### config.mk
export PLATFORM = sky130hd
export DESIGN_NAME = cic_decim_ctrl
export DESIGN_NICKNAME = d
export VERILOG_FILES = /design/src/rtl/cic_decim_ctrl.sv
export SDC_FILE = /design/constraint.sdc
export NUM_CORES = 1
export LEC_CHECK = 0
export CORE_ASPECT_RATIO = 0.8
export CORE_MARGIN = 3
export CORE_UTILIZATION = 52
export CTS_BUF_LIST = sky130_fd_sc_hd__clkbuf_8
export DETAILED_ROUTE_END_ITERATION = 12
export MAX_ROUTING_LAYER = met4
export PLACE_DENSITY_LB_ADDON = 0.25
export SETUP_SLACK_MARGIN = 0.3
export SLEW_MARGIN = 20
export SYNTH_ARGS = -nofsm -noshare
export SYNTH_HDL_FRONTEND = slang
export SYNTH_SLANG_ARGS = --single-unit
### constraint.sdc
create_clock -name clk -period 3.64 [get_ports clk]
set_input_delay 0.546 -clock clk [delete_from_list [all_inputs] [get_ports clk]]
set_output_delay 0.546 -clock clk [all_outputs]
set_load 0.1 [all_outputs]
### src/rtl/cic_decim_ctrl.sv
// CIC integrator sequencer: owns the integrator ratio select, runs a
// clear/flush sequence on ratio changes, generates the decimation strobe,
// presents decimated samples on valid/ready and keeps truncation/overrun
// status for the register block.
module cic_decim_ctrl #(
  parameter int ODW       = 23,
  parameter int FLUSH_CYC = 8,
  parameter int SATW      = 8
) (
  input  logic            clk,
  input  logic            reset_n,
  input  logic [2:0]      cfg_os_sel,
  input  logic            cfg_valid,
  output logic            cfg_busy,
  output logic            cfg_err,
  output logic [2:0]      int_os_sel,
  output logic            dec_stb,
  input  logic [ODW-1:0]  int_data,
  input  logic [1:0]      int_flag_t,
  output logic            out_valid,
  input  logic            out_ready,
  output logic [ODW-1:0]  out_data,
  output logic [SATW-1:0] sat_cnt,
  output logic            sat_sign,
  output logic            overrun,
  input  logic            clr_status
);

  typedef enum logic [1:0] {
    ST_BYPASS = 2'd0,
    ST_FLUSH  = 2'd1,
    ST_RUN    = 2'd2
  } state_t;

  localparam logic [7:0]      FLUSH_LAST = 8'(FLUSH_CYC - 1);
  localparam logic [SATW-1:0] SAT_MAX    = {SATW{1'b1}};
  localparam logic [SATW-1:0] SAT_ONE    = {{(SATW-1){1'b0}}, 1'b1};

  // Last phase value of a 2^n decimation period.
  function automatic logic [5:0] phase_last(input logic [2:0] n);
    phase_last = 6'((7'd1 << n) - 7'd1);
  endfunction

  state_t          state_q, state_d;
  logic [2:0]      target_q, target_d;
  logic [7:0]      flush_cnt_q, flush_cnt_d;
  logic [5:0]      phase_q, phase_d;
  logic            flag_ref_q, flag_ref_d;
  logic [2:0]      int_os_sel_q, int_os_sel_d;
  logic            dec_stb_q, dec_stb_d;
  logic            cfg_busy_q, cfg_busy_d;
  logic            cfg_err_q, cfg_err_d;
  logic            out_valid_q, out_valid_d;
  logic [ODW-1:0]  out_data_q, out_data_d;
  logic [SATW-1:0] sat_cnt_q, sat_cnt_d;
  logic            sat_sign_q, sat_sign_d;
  logic            overrun_q, overrun_d;

  logic go_flush_s, go_bypass_s, cfg_bad_s;
  logic resync_s, ovr_evt_s, trunc_evt_s;

  // Next-state logic for the sequencer, output capture and status.
  always_comb begin
    state_d      = state_q;
    target_d     = target_q;
    flush_cnt_d  = flush_cnt_q;
    phase_d      = phase_q;
    flag_ref_d   = flag_ref_q;
    cfg_err_d    = cfg_err_q;
    out_valid_d  = out_valid_q;
    out_data_d   = out_data_q;
    sat_cnt_d    = sat_cnt_q;
    sat_sign_d   = sat_sign_q;
    overrun_d    = overrun_q;
    resync_s     = 1'b0;
    ovr_evt_s    = 1'b0;

    go_flush_s  = cfg_valid && (cfg_os_sel != 3'b000) && (cfg_os_sel != 3'b111);
    go_bypass_s = cfg_valid && (cfg_os_sel == 3'b000);
    cfg_bad_s   = cfg_valid && (cfg_os_sel == 3'b111);

    // Sequencer: ratio requests override whatever the FSM is doing.
    if (go_flush_s) begin
      state_d     = ST_FLUSH;
      target_d    = cfg_os_sel;
      flush_cnt_d = 8'd0;
      phase_d     = 6'd0;
    end else if (go_bypass_s) begin
      state_d = ST_BYPASS;
      phase_d = 6'd0;
    end else begin
      case (state_q)
        ST_BYPASS: begin
          phase_d = 6'd0;
        end
        ST_FLUSH: begin
          if (flush_cnt_q == FLUSH_LAST) begin
            state_d  = ST_RUN;
            phase_d  = 6'd0;
            resync_s = 1'b1;
          end else begin
            flush_cnt_d = flush_cnt_q + 8'd1;
          end
        end
        ST_RUN: begin
          if (phase_q == phase_last(target_q)) begin
            phase_d = 6'd0;
          end else begin
            phase_d = phase_q + 6'd1;
          end
        end
        default: begin
          state_d = ST_BYPASS;
          phase_d = 6'd0;
        end
      endcase
    end

    // Outputs are registered, so they are computed from the next state.
    int_os_sel_d = (state_d == ST_RUN) ? target_d : 3'b000;
    cfg_busy_d   = (state_d == ST_FLUSH);
    dec_stb_d    = (state_d == ST_BYPASS) ||
                   ((state_d == ST_RUN) && (phase_d == phase_last(target_d)));

    // Sample capture; a flush discards any pending sample silently.
    if (go_flush_s) begin
      out_valid_d = 1'b0;
    end else if (dec_stb_q) begin
      out_data_d  = int_data;
      out_valid_d = 1'b1;
      ovr_evt_s   = out_valid_q && !out_ready;
    end else if (out_valid_q && out_ready) begin
      out_valid_d = 1'b0;
    end else begin
      out_valid_d = out_valid_q;
    end

    // Truncation flag toggles are compared only on strobe cycles.
    trunc_evt_s = dec_stb_q && (int_flag_t[0] != flag_ref_q);
    if (dec_stb_q || resync_s) begin
      flag_ref_d = int_flag_t[0];
    end else begin
      flag_ref_d = flag_ref_q;
    end

    // Status: clear first, then let same-cycle events win.
    if (clr_status) begin
      sat_cnt_d  = {SATW{1'b0}};
      sat_sign_d = 1'b0;
      overrun_d  = 1'b0;
      cfg_err_d  = 1'b0;
    end else begin
      sat_cnt_d  = sat_cnt_q;
    end
    if (trunc_evt_s) begin
      sat_sign_d = int_flag_t[1];
      if (clr_status) begin
        sat_cnt_d = SAT_ONE;
      end else if (sat_cnt_q == SAT_MAX) begin
        sat_cnt_d = SAT_MAX;
      end else begin
        sat_cnt_d = sat_cnt_q + SAT_ONE;
      end
    end else begin
      sat_sign_d = sat_sign_d;
    end
    if (ovr_evt_s) begin
      overrun_d = 1'b1;
    end else begin
      overrun_d = overrun_d;
    end
    if (cfg_bad_s) begin
      cfg_err_d = 1'b1;
    end else begin
      cfg_err_d = cfg_err_d;
    end
  end

  // State and output registers with asynchronous reset.
  always_ff @(posedge clk or negedge reset_n) begin
    if (!reset_n) begin
      state_q      <= ST_BYPASS;
      target_q     <= 3'b000;
      flush_cnt_q  <= 8'd0;
      phase_q      <= 6'd0;
      flag_ref_q   <= 1'b0;
      int_os_sel_q <= 3'b000;
      dec_stb_q    <= 1'b0;
      cfg_busy_q   <= 1'b0;
      cfg_err_q    <= 1'b0;
      out_valid_q  <= 1'b0;
      out_data_q   <= {ODW{1'b0}};
      sat_cnt_q    <= {SATW{1'b0}};
      sat_sign_q   <= 1'b0;
      overrun_q    <= 1'b0;
    end else begin
      state_q      <= state_d;
      target_q     <= target_d;
      flush_cnt_q  <= flush_cnt_d;
      phase_q      <= phase_d;
      flag_ref_q   <= flag_ref_d;
      int_os_sel_q <= int_os_sel_d;
      dec_stb_q    <= dec_stb_d;
      cfg_busy_q   <= cfg_busy_d;
      cfg_err_q    <= cfg_err_d;
      out_valid_q  <= out_valid_d;
      out_data_q   <= out_data_d;
      sat_cnt_q    <= sat_cnt_d;
      sat_sign_q   <= sat_sign_d;
      overrun_q    <= overrun_d;
    end
  end

  assign int_os_sel = int_os_sel_q;
  assign dec_stb    = dec_stb_q;
  assign cfg_busy   = cfg_busy_q;
  assign cfg_err    = cfg_err_q;
  assign out_valid  = out_valid_q;
  assign out_data   = out_data_q;
  assign sat_cnt    = sat_cnt_q;
  assign sat_sign   = sat_sign_q;
  assign overrun    = overrun_q;

endmodule

# == Word-level counts from Yosys, hierarchy flattened ==
# Index checks and enable logic that the tools add are counted.
# totals
input_bits,33
register_bits,60
elab_cells,90
# op_classes
shift,2
eq_ne,13
n_mux,32
n_reduce_logical,23
bitwise,1
addsub,5
# ops
cell,n
$mux W8,8
$mux W6,4
$add A8 B1 Y8 const B,2
$mux W1,13
$eq A6 B6 Y1,2
$pmux W6 S2,1
$shl A1 B3 Y6 const A,2
$sub A6 B1 Y6 const B,2
$eq A8 B3 Y1 const B,1
$eq A8 B8 Y1 const B,1
$logic_and A1 B1 Y1,8
$reduce_bool A2 Y1,4
$add A6 B1 Y6 const B,1
$mux W2,3
$mux W3,2
$reduce_bool A3 Y1,2
$eq A2 B1 Y1 const B,2
$eq A2 B2 Y1 const B,2
$logic_not A2 Y1,2
$ne A2 B2 Y1 const B,2
$pmux W2 S2,1
$eq A3 B3 Y1 const B,1
$logic_not A3 Y1,1
$ne A3 B3 Y1 const B,1
7 further kinds,8

# == Longest topological paths before layout ==
# Gate-level depths: netlist of run 1.
# logic_depth
ltp_word,10
depth_mapped,11
ltp_nobuf,10

# == Worst setup path before layout of run 1 ==
# Ideal clock, no wire load.
# synth_path
path_kind,register to register
startpoint,reg target_q[2]
endpoint,reg dec_stb_q (netlist: dec_stb)
period_less_slack_ps,2984
path_buffers,1
slack_ps,656
t_required_ps,3573
arrival_ps,2917
stages_incl_launch_ff,12
cell_sequence,dfrtp_1 > buf_2 > or3b_2 > ha_1 > or4b_1 > o211ai_2 > xnor2_1 > o211ai_2 > o21ai_0 > nand4b_1 > o311ai_2 > o2111a_1
# synth_via
elab_chain_len,10
# synth_rtl
element,line,source
"start, declared",45,"logic [2:0] target_q, target_d;"
"start signal, assigned",198,target_q <= target_d;
$shl A1 B3 Y6,41,phase_last = 6'((7'd1 << n) - 7'd1);
$sub A6 B1 Y6,41,
$eq A6 B6 Y1,106,if (phase_q == phase_last(target_q)) begin
$mux W6,106,
$pmux W6 S2,92,case (state_q)
$mux W6,88,end else if (go_bypass_s) begin
$mux W6,83,if (go_flush_s) begin
named net phase_d[0],47,"logic [5:0] phase_q, phase_d;"
$eq A6 B6 Y1,123,((state_d == ST_RUN) && (phase_d == phase_last(target_d)));
$logic_and A1 B1 Y1,123,
$logic_or A1 B1 Y1,122,dec_stb_d = (state_d == ST_BYPASS) ||
named net dec_stb_d,50,"logic dec_stb_q, dec_stb_d;"
"end signal, assigned",203,dec_stb_q <= dec_stb_d;
"end, declared",50,
# The timed path passes the listed nets, and every way through them passes these cells.
# A chain may end at the register's enable or synchronous reset.

# == Worst setup path in the final report of run 1 ==
# Ends and elaborated chain as after synthesis.

==> results of run 1 <==
## worst max-delay path, cell delays in order, from the launching register on
cell,delay [ps]
sky130_fd_sc_hd__dfrtp_1,470
sky130_fd_sc_hd__or3b_2,500
sky130_fd_sc_hd__ha_1,240
sky130_fd_sc_hd__or4b_1,540
sky130_fd_sc_hd__o211ai_2,100
sky130_fd_sc_hd__xnor2_1,280
sky130_fd_sc_hd__o211ai_2,180
sky130_fd_sc_hd__nor3b_1,250
sky130_fd_sc_hd__a31o_2,150
sky130_fd_sc_hd__xnor2_1,70
sky130_fd_sc_hd__o2111a_1,230
## report_power, final
part           switching [mW]  internal (mW)
sequential              0.131          0.857
combinational            1.54          0.546
clock                   0.257          0.348
total                    1.93           1.75
## repair_timing
action / CTS / global route
resized for setup: 0 / 1
hold buffers: 0 / 0
setup endpoints to repair: 0 / 1
## cell usage in the layout, fill, tap and decap left out, drive strengths merged, types with 3 or more instances in the layout
master,Yosys,routed
clkbuf,7,11
a211oi,4,4
nor2,26,26
xnor2,6,6
inv,17,18
nand3,16,16
and4,3,3
and2,3,3
nand2,21,21
o221ai,3,3
and3,8,8
clkdlybuf4s50,0,71
a21oi,8,8
nor3,9,9
dfrtp,60,60
a21boi,3,3
o2111ai,3,3
mux2,25,25
xor2,8,8
nand2b,4,4
nand4,6,6
buf,7,4
or2,3,3
o21ai,12,12
o211ai,5,5
ha,9,9
a31oi,4,4
## registers in the layout, indices dropped and copies added, names as in the netlist, 2 cells and up
signal / flops
target_q: 3
flush_cnt_q: 8
sat_cnt: 8
state_q: 2
int_os_sel: 3
phase_q: 6
out_data: 23
## how the worst min path moves through the flow
stage	from	to	slack, ps	cells after the start
4_1_cts	reset_n	out_data[3]$_DFFE_PN0P_	240	1
3_5_place_dp	out_data[12]$_DFFE_PN0P_	out_data[12]$_DFFE_PN0P_	490	1
5_1_grt	reset_n	out_data[3]$_DFFE_PN0P_	280	1
3_3_place_gp	overrun$_DFFE_PN0P_	overrun$_DFFE_PN0P_	480	1
6_report	reset_n	out_data[3]$_DFFE_PN0P_	230	1
2_1_floorplan	reset_n	cfg_busy$_DFF_PN0_	250	0
## final cells by class
cell class / instances / area (um^2) / area share
flip-flops and latches: 60 / 1500 / 0.363
multi-input cells: 216 / 1530 / 0.371
inverters: 17 / 63.8 / 0.0154
repair buffers: 75 / 738 / 0.178
well taps: 78 / 97.6 / 0.0236
clock buffers: 11 / 151 / 0.0366
clock inverters: 5 / 51.3 / 0.0124
## routing by layer
layer	up-vias	GRT usage	wire (um)
li1	1251	-	-
met1	1304	0.299	3340
met2	94	0.334	3710
met3	17	0.0612	426
met4	0	0.0780	125
met5	-	-	0
## logic make-up after synthesis
family | after synthesis
AOI/OAI and AO/OA | 55
xor gates and xnor gates | 14
adders and majority gates | 9
buffers and inverters | 31
DFF | 60
muxes | 27
and+or+nand+nor | 111
## stage by stage
| step | worst slack (ps) | hold WS (ps) | util |
|---|---|---|---|
| after floorplan | 656 | 250 | - |
| after global placement | 562 | 477 | 0.693 |
| after detailed placement | 467 | 494 | 0.693 |
| after CTS | 454 | 243 | 0.729 |
| after global routing | 324 | 279 | 0.729 |
| final | 536 | 226 | 0.729 |
==> metrics.txt, run 1 <==
via count of the first global-routing pass=2408; level count of the clock H-tree=3; critical setup path kind=reg2reg; area of the placeable core=0.00568 mm^2; Data required, critical path=3880 ps; violation count after the first detailed-routing iteration=between 150 and 200; total instance count after detailed placement=446; combined area of all synthesized cells=0.00316 mm^2; CTS Buffer Depth=2; FFs w/ async S/R, synth=1.00; number of standard cells after synthesis=just over 300; largest net degree at the start of global routing=33; worst setup path endpoint=dec_stb$_DFF_PN0_; final worst-path cycle share=0.853; Global Route Usage Sum=0.224; number of ports placed on the die boundary=73; Worst Max-Slew Pin Slew=1000 ps; RSZ-0062 raised after global routing=no; Yosys cell types=57; Detail Route Antenna Nets=0; Max FO, Critical Path=12; final number of max-transition violations=0; final net count=421; post-synthesis to final-layout area growth=30.8%; DR DRC count=0; Post-Route Setup TNS=0 ps; syn_nets=between 300 and 400; num rows=24; Yosys top cell by area=sky130_fd_sc_hd__dfrtp_1; result of the run=finished clean; clock insertion delay at the later pin of the skew report=340 ps; via density per instance=5.77; count of synthesis-stage warnings from yosys=0; global-route wire length before repair=11.8 mm; data arrival time of the worst path=about 3300 ps; area enclosed by the die boundary=0.00706 mm^2; overall power after layout=3.68 mW; sequential cell area fraction in the yosys report=0.475; count of max-cap constraint violations=0; endpoint class of the critical path=flop; critical register-to-register path endpoint=dec_stb$_DFF_PN0_; Rel. slew slack=0.328; Synth Area in Adders=0.0356; First-pass DRT Iterations=5; layout cells sized above 1=0.154; simple-gate area share of the yosys netlist=0.180; main area contributors after synthesis=sky130_fd_sc_hd__dfrtp_1 (47%), sky130_fd_sc_hd__mux2_2 (8.9%), sky130_fd_sc_hd__ha_1 (3.6%); mux contribution to synthesized area=0.0953; Num Clock Sinks=60; number of buffers created by CTS=9; most numerous cell in the Yosys netlist=sky130_fd_sc_hd__dfrtp_1; Synth top area share=0.475; final std cell area, no fill=0.00414 mm^2; leakage=1.76 nW; Die X-Extent=93.2 um; routability congestion estimate=0.844; xor/xnor share of the synthesized area=0.0388; upper clock frequency limit=322 MHz; starting density of the core=0.557; TritonCTS clock tree=yes; Peak supply drop=0.781 mV; Final Skew=11.0 ps; largest family of logic cells by synthesized area=simple AND/OR/NAND/NOR gates; HPWL after detailed placement=~5.5 mm; Cell Area, Placed=0.00393 mm^2; most frequent cells after synthesis=sky130_fd_sc_hd__dfrtp_1 (60), sky130_fd_sc_hd__nor2_1 (26), sky130_fd_sc_hd__mux2_2 (25); Antenna Cells=0; flop-to-flop setup slack=between 500 and 600 ps; number of cells on the worst reg-to-reg path=10; count of fill cells added during filler insertion=slightly above 400; antenna violations before repair=0; Post-synth EDFFs=0; commonest register cell after synthesis=sky130_fd_sc_hd__dfrtp_1; mean instance size in the synthesized netlist=approximately 10 um^2; Post-CTS Repair Setup Buffers=0; compound-cell area share of the yosys netlist=0.134; flip-flop and latch count after synthesis=60; routed wire length=7.60 mm; Final setup violation count=0; CP Launch Type=flop; grt ovf=0; Crit. Startpoint=target_q[2]$_DFF_PN0_; power density of the placed cells=890 mW/mm^2; Hold Fails Final Rpt=0; post-CTS clock slew at the launch and capture registers of the worst setup and hold paths=70 ps; total number of vias=2666; cell chosen for the clock root=sky130_fd_sc_hd__clkbuf_8; Die Y=75.8 um; Hold/Removal Path Class=in2async; number of cells in the finished layout apart from fillers=about 460; post-DR wirelength/cell=16.4 um; shortest period the worst path allows=3100 ps; Port Buffer Count=72; startpoint of the worst register-to-register path=target_q[2]$_DFF_PN0_
Power figures use the tool's default switching activity.
==> run 2, diff against run 1 <==
- PLACE_DENSITY: not set -> 0.87
- PLACE_DENSITY_LB_ADDON: 0.25 -> not set
==> run 2 against run 1 <==
Against the previous run:
- non-clock buffer count is the same
- hold slack gained 110 ps
- critical path depth is the same
- first-iteration DRC count grew 26%
- power grew 1.7%
- maximum frequency shrank 0.33%
- register-to-register slack is essentially flat
- sequential cell count is the same
- setup slack lost 10 ps
- wire length grew 3.0%
- clock power grew 8.3%
- sequential power is essentially flat
==> metrics.txt, run 2 (synthesis gave the netlist of run 1 again) <==
post-synthesis to final-layout area growth=31.4%; TritonCTS clock tree=yes; number of cells on the worst reg-to-reg path=10 (unchanged); Hold/Removal Path Class=in2async; top library cells by usage in the layout, fill and taps aside=sky130_fd_sc_hd__clkdlybuf4s50_1 (71), sky130_fd_sc_hd__dfrtp_1 (60), sky130_fd_sc_hd__nor2_1 (26); First-pass DRT Iterations=5 (unchanged); number of ports placed on the die boundary=73 (unchanged); Reg power frac=0.265 (-0.004); routability congestion estimate=0.900 (+6.6%); Hold Fails Final Rpt=0 (unchanged); Cell Area, Placed=0.00393 mm^2 (unchanged); top routing layer used=met4; wire length on met3=520 um (+22%); violation count after the first detailed-routing iteration=199 (+26%); Num Clock Sinks=60 (unchanged); Peak supply drop=0.698 mV (-11%); level count of the clock H-tree=3 (unchanged); total number of vias=2641 (-0.94%); Sw Share=0.518 (-0.00588); antenna violations before repair=0 (unchanged); Post-Route Setup TNS=0 ps (unchanged); overall power after layout=3.74 mW (+1.7%); cell chosen for the clock root=sky130_fd_sc_hd__clkbuf_8; power density of the placed cells=900 mW/mm^2 (+1.2%); M1 WL=3.32 mm (-0.72%); startpoint of the worst register-to-register path=target_q[2]$_DFF_PN0_; Port Buffer Count=72 (unchanged); shortest period the worst path allows=3110 ps (+10.4 ps); upper clock frequency limit=321 MHz (-0.33%); Crit. Startpoint=target_q[2]$_DFF_PN0_; RSZ-0062 raised after global routing=no; final std cell area, no fill=0.00416 mm^2 (+0.51%); critical register-to-register path endpoint=dec_stb$_DFF_PN0_; HPWL after detailed placement=5.69 mm (+3.4%); number of buffers created by CTS=9 (unchanged); part of the power in combinational logic=0.560 (-0.007); largest net degree at the start of global routing=42 (+27%); Max FO, Critical Path=12 (unchanged); num rows=24 (unchanged); final number of max-transition violations=0 (unchanged); routed wire length=7.83 mm (+3.0%); grt ovf=0 (unchanged); post-CTS clock slew at the launch and capture registers of the worst setup and hold paths=70 ps (about the same); post-DR wirelength/cell=16.9 um (+3.0%); count of max-cap constraint violations=0 (unchanged); internal cell power=1.80 mW (+3.0%); result of the run=finished clean; Antenna Cells=0 (unchanged); leakage=1.78 nW (+1.0%); area enclosed by the die boundary=0.00706 mm^2 (unchanged); global-route wire length before repair=12.4 mm (+5.0%); final worst-path cycle share=0.856 (+0.00286); Data required, critical path=3910 ps (+30 ps); Die X-Extent=93.2 um (unchanged); Post-CTS Repair Setup Buffers=0 (unchanged); worst setup path endpoint=dec_stb$_DFF_PN0_; starting density of the core=0.557 (unchanged); Final setup violation count=0 (unchanged); power spent charging and discharging nets=1.94 mW (+0.57%); data arrival time of the worst path=3380 ps (+40 ps); routed wire length on met2=3.89 mm (+5.0%); Detail Route Antenna Nets=0 (unchanged); DR DRC count=0 (unchanged); layout cells sized above 1=0.156 (+0.00260); via density per instance=5.72 (-0.94%); flop-to-flop setup slack=530 ps (about the same); CTS Buffer Depth=2 (unchanged); clock insertion delay at the later pin of the skew report=330 ps (about the same); final net count=421 (unchanged); clock group share of total power=0.175 (+0.011); most common library cell in the layout ignoring fill and taps=sky130_fd_sc_hd__clkdlybuf4s50_1; via count of the first global-routing pass=2532 (+5.1%); area of the placeable core=0.00568 mm^2 (unchanged); critical setup path kind=reg2reg; Die Y=75.8 um (unchanged); Worst Max-Slew Pin Slew=1020 ps (+14.4 ps); Rel. slew slack=0.319 (-0.00966); CP Launch Type=flop; number of flip-flops under the largest register name=23 (unchanged); Global Route Usage Sum=0.236 (+0.0119); Final Skew=6.49 ps (-4.56 ps); endpoint class of the critical path=flop
-- run 2: cell type report --
cell class	count	area (um^2)
multi-input combinational	216	1540
fill	370	1520
sequential	60	1500
timing repair buffer	75	738
clock buffer	10	138
tap	78	97.6
clock inverter	6	78.8
inverter	17	63.8
-- run 2: routing by layer --
| metal | vias up | track usage |
|---|---|---|
| li1 | 1255 | - |
| met1 | 1266 | 0.307 |
| met2 | 110 | 0.365 |
| met3 | 10 | 0.0701 |
| met4 | 0 | 0.0683 |
| met5 | - | - |
-- run 2: through the flow --
| stage | worst slack, ps | hold slack [ps] | instances | util |
|---|---|---|---|---|
| after detailed placement | 442 | 495 | 446 | 0.693 |
| after CTS | 414 | 358 | 462 | 0.731 |
| after global placement | 553 | 474 | 446 | 0.693 |
| final | 526 | 335 | 462 | 0.733 |
| after global routing | 345 | 405 | 462 | 0.733 |
| after floorplan | 656 | 250 | 307 | - |
-- run 2: how the worst min path moves through the flow --
stage               cells after the start                  endpoint                startpoint  slack, ps
detailed placement                      1  out_data[17]$_DFFE_PN0P_  out_data[17]$_DFFE_PN0P_        490
floorplan                               0        cfg_busy$_DFF_PN0_                   reset_n        250
CTS                                     1    sat_cnt[1]$_DFFE_PN0P_                   reset_n        360
finish                                  1      phase_q[1]$_DFF_PN0_                   reset_n        340
global placement                        1       overrun$_DFFE_PN0P_       overrun$_DFFE_PN0P_        470
global route                            1      phase_q[3]$_DFF_PN0_                   reset_n        410
-- run 2: timing repair --
item,4_1_cts,5_1_grt
endpoints found under the setup margin,0,1
resized for setup,0,2
hold buffers,0,0
-- run 2: critical path: stages, from the launching register on --
cell	delay [ps]
sky130_fd_sc_hd__dfrtp_1	490
sky130_fd_sc_hd__or3b_2	510
sky130_fd_sc_hd__ha_1	250
sky130_fd_sc_hd__or4b_1	540
sky130_fd_sc_hd__o211ai_2	110
sky130_fd_sc_hd__xnor2_2	190
sky130_fd_sc_hd__o211ai_2	170
sky130_fd_sc_hd__o211ai_1	330
sky130_fd_sc_hd__nand4_1	140
sky130_fd_sc_hd__o221ai_1	110
sky130_fd_sc_hd__o2111a_1	210
-- run 2: power groups by stage --
stage | Sequential [mW] | Combinational [mW] | Clock (mW)
after floorplan | 2.13 | 0.449 | 0
after global placement | 0.983 | 2.06 | 0
after detailed placement | 1.00 | 2.09 | 0
after CTS | 0.990 | 2.10 | 0.666
after global routing | 1.02 | 2.18 | 0.692
final | 0.991 | 2.10 | 0.655
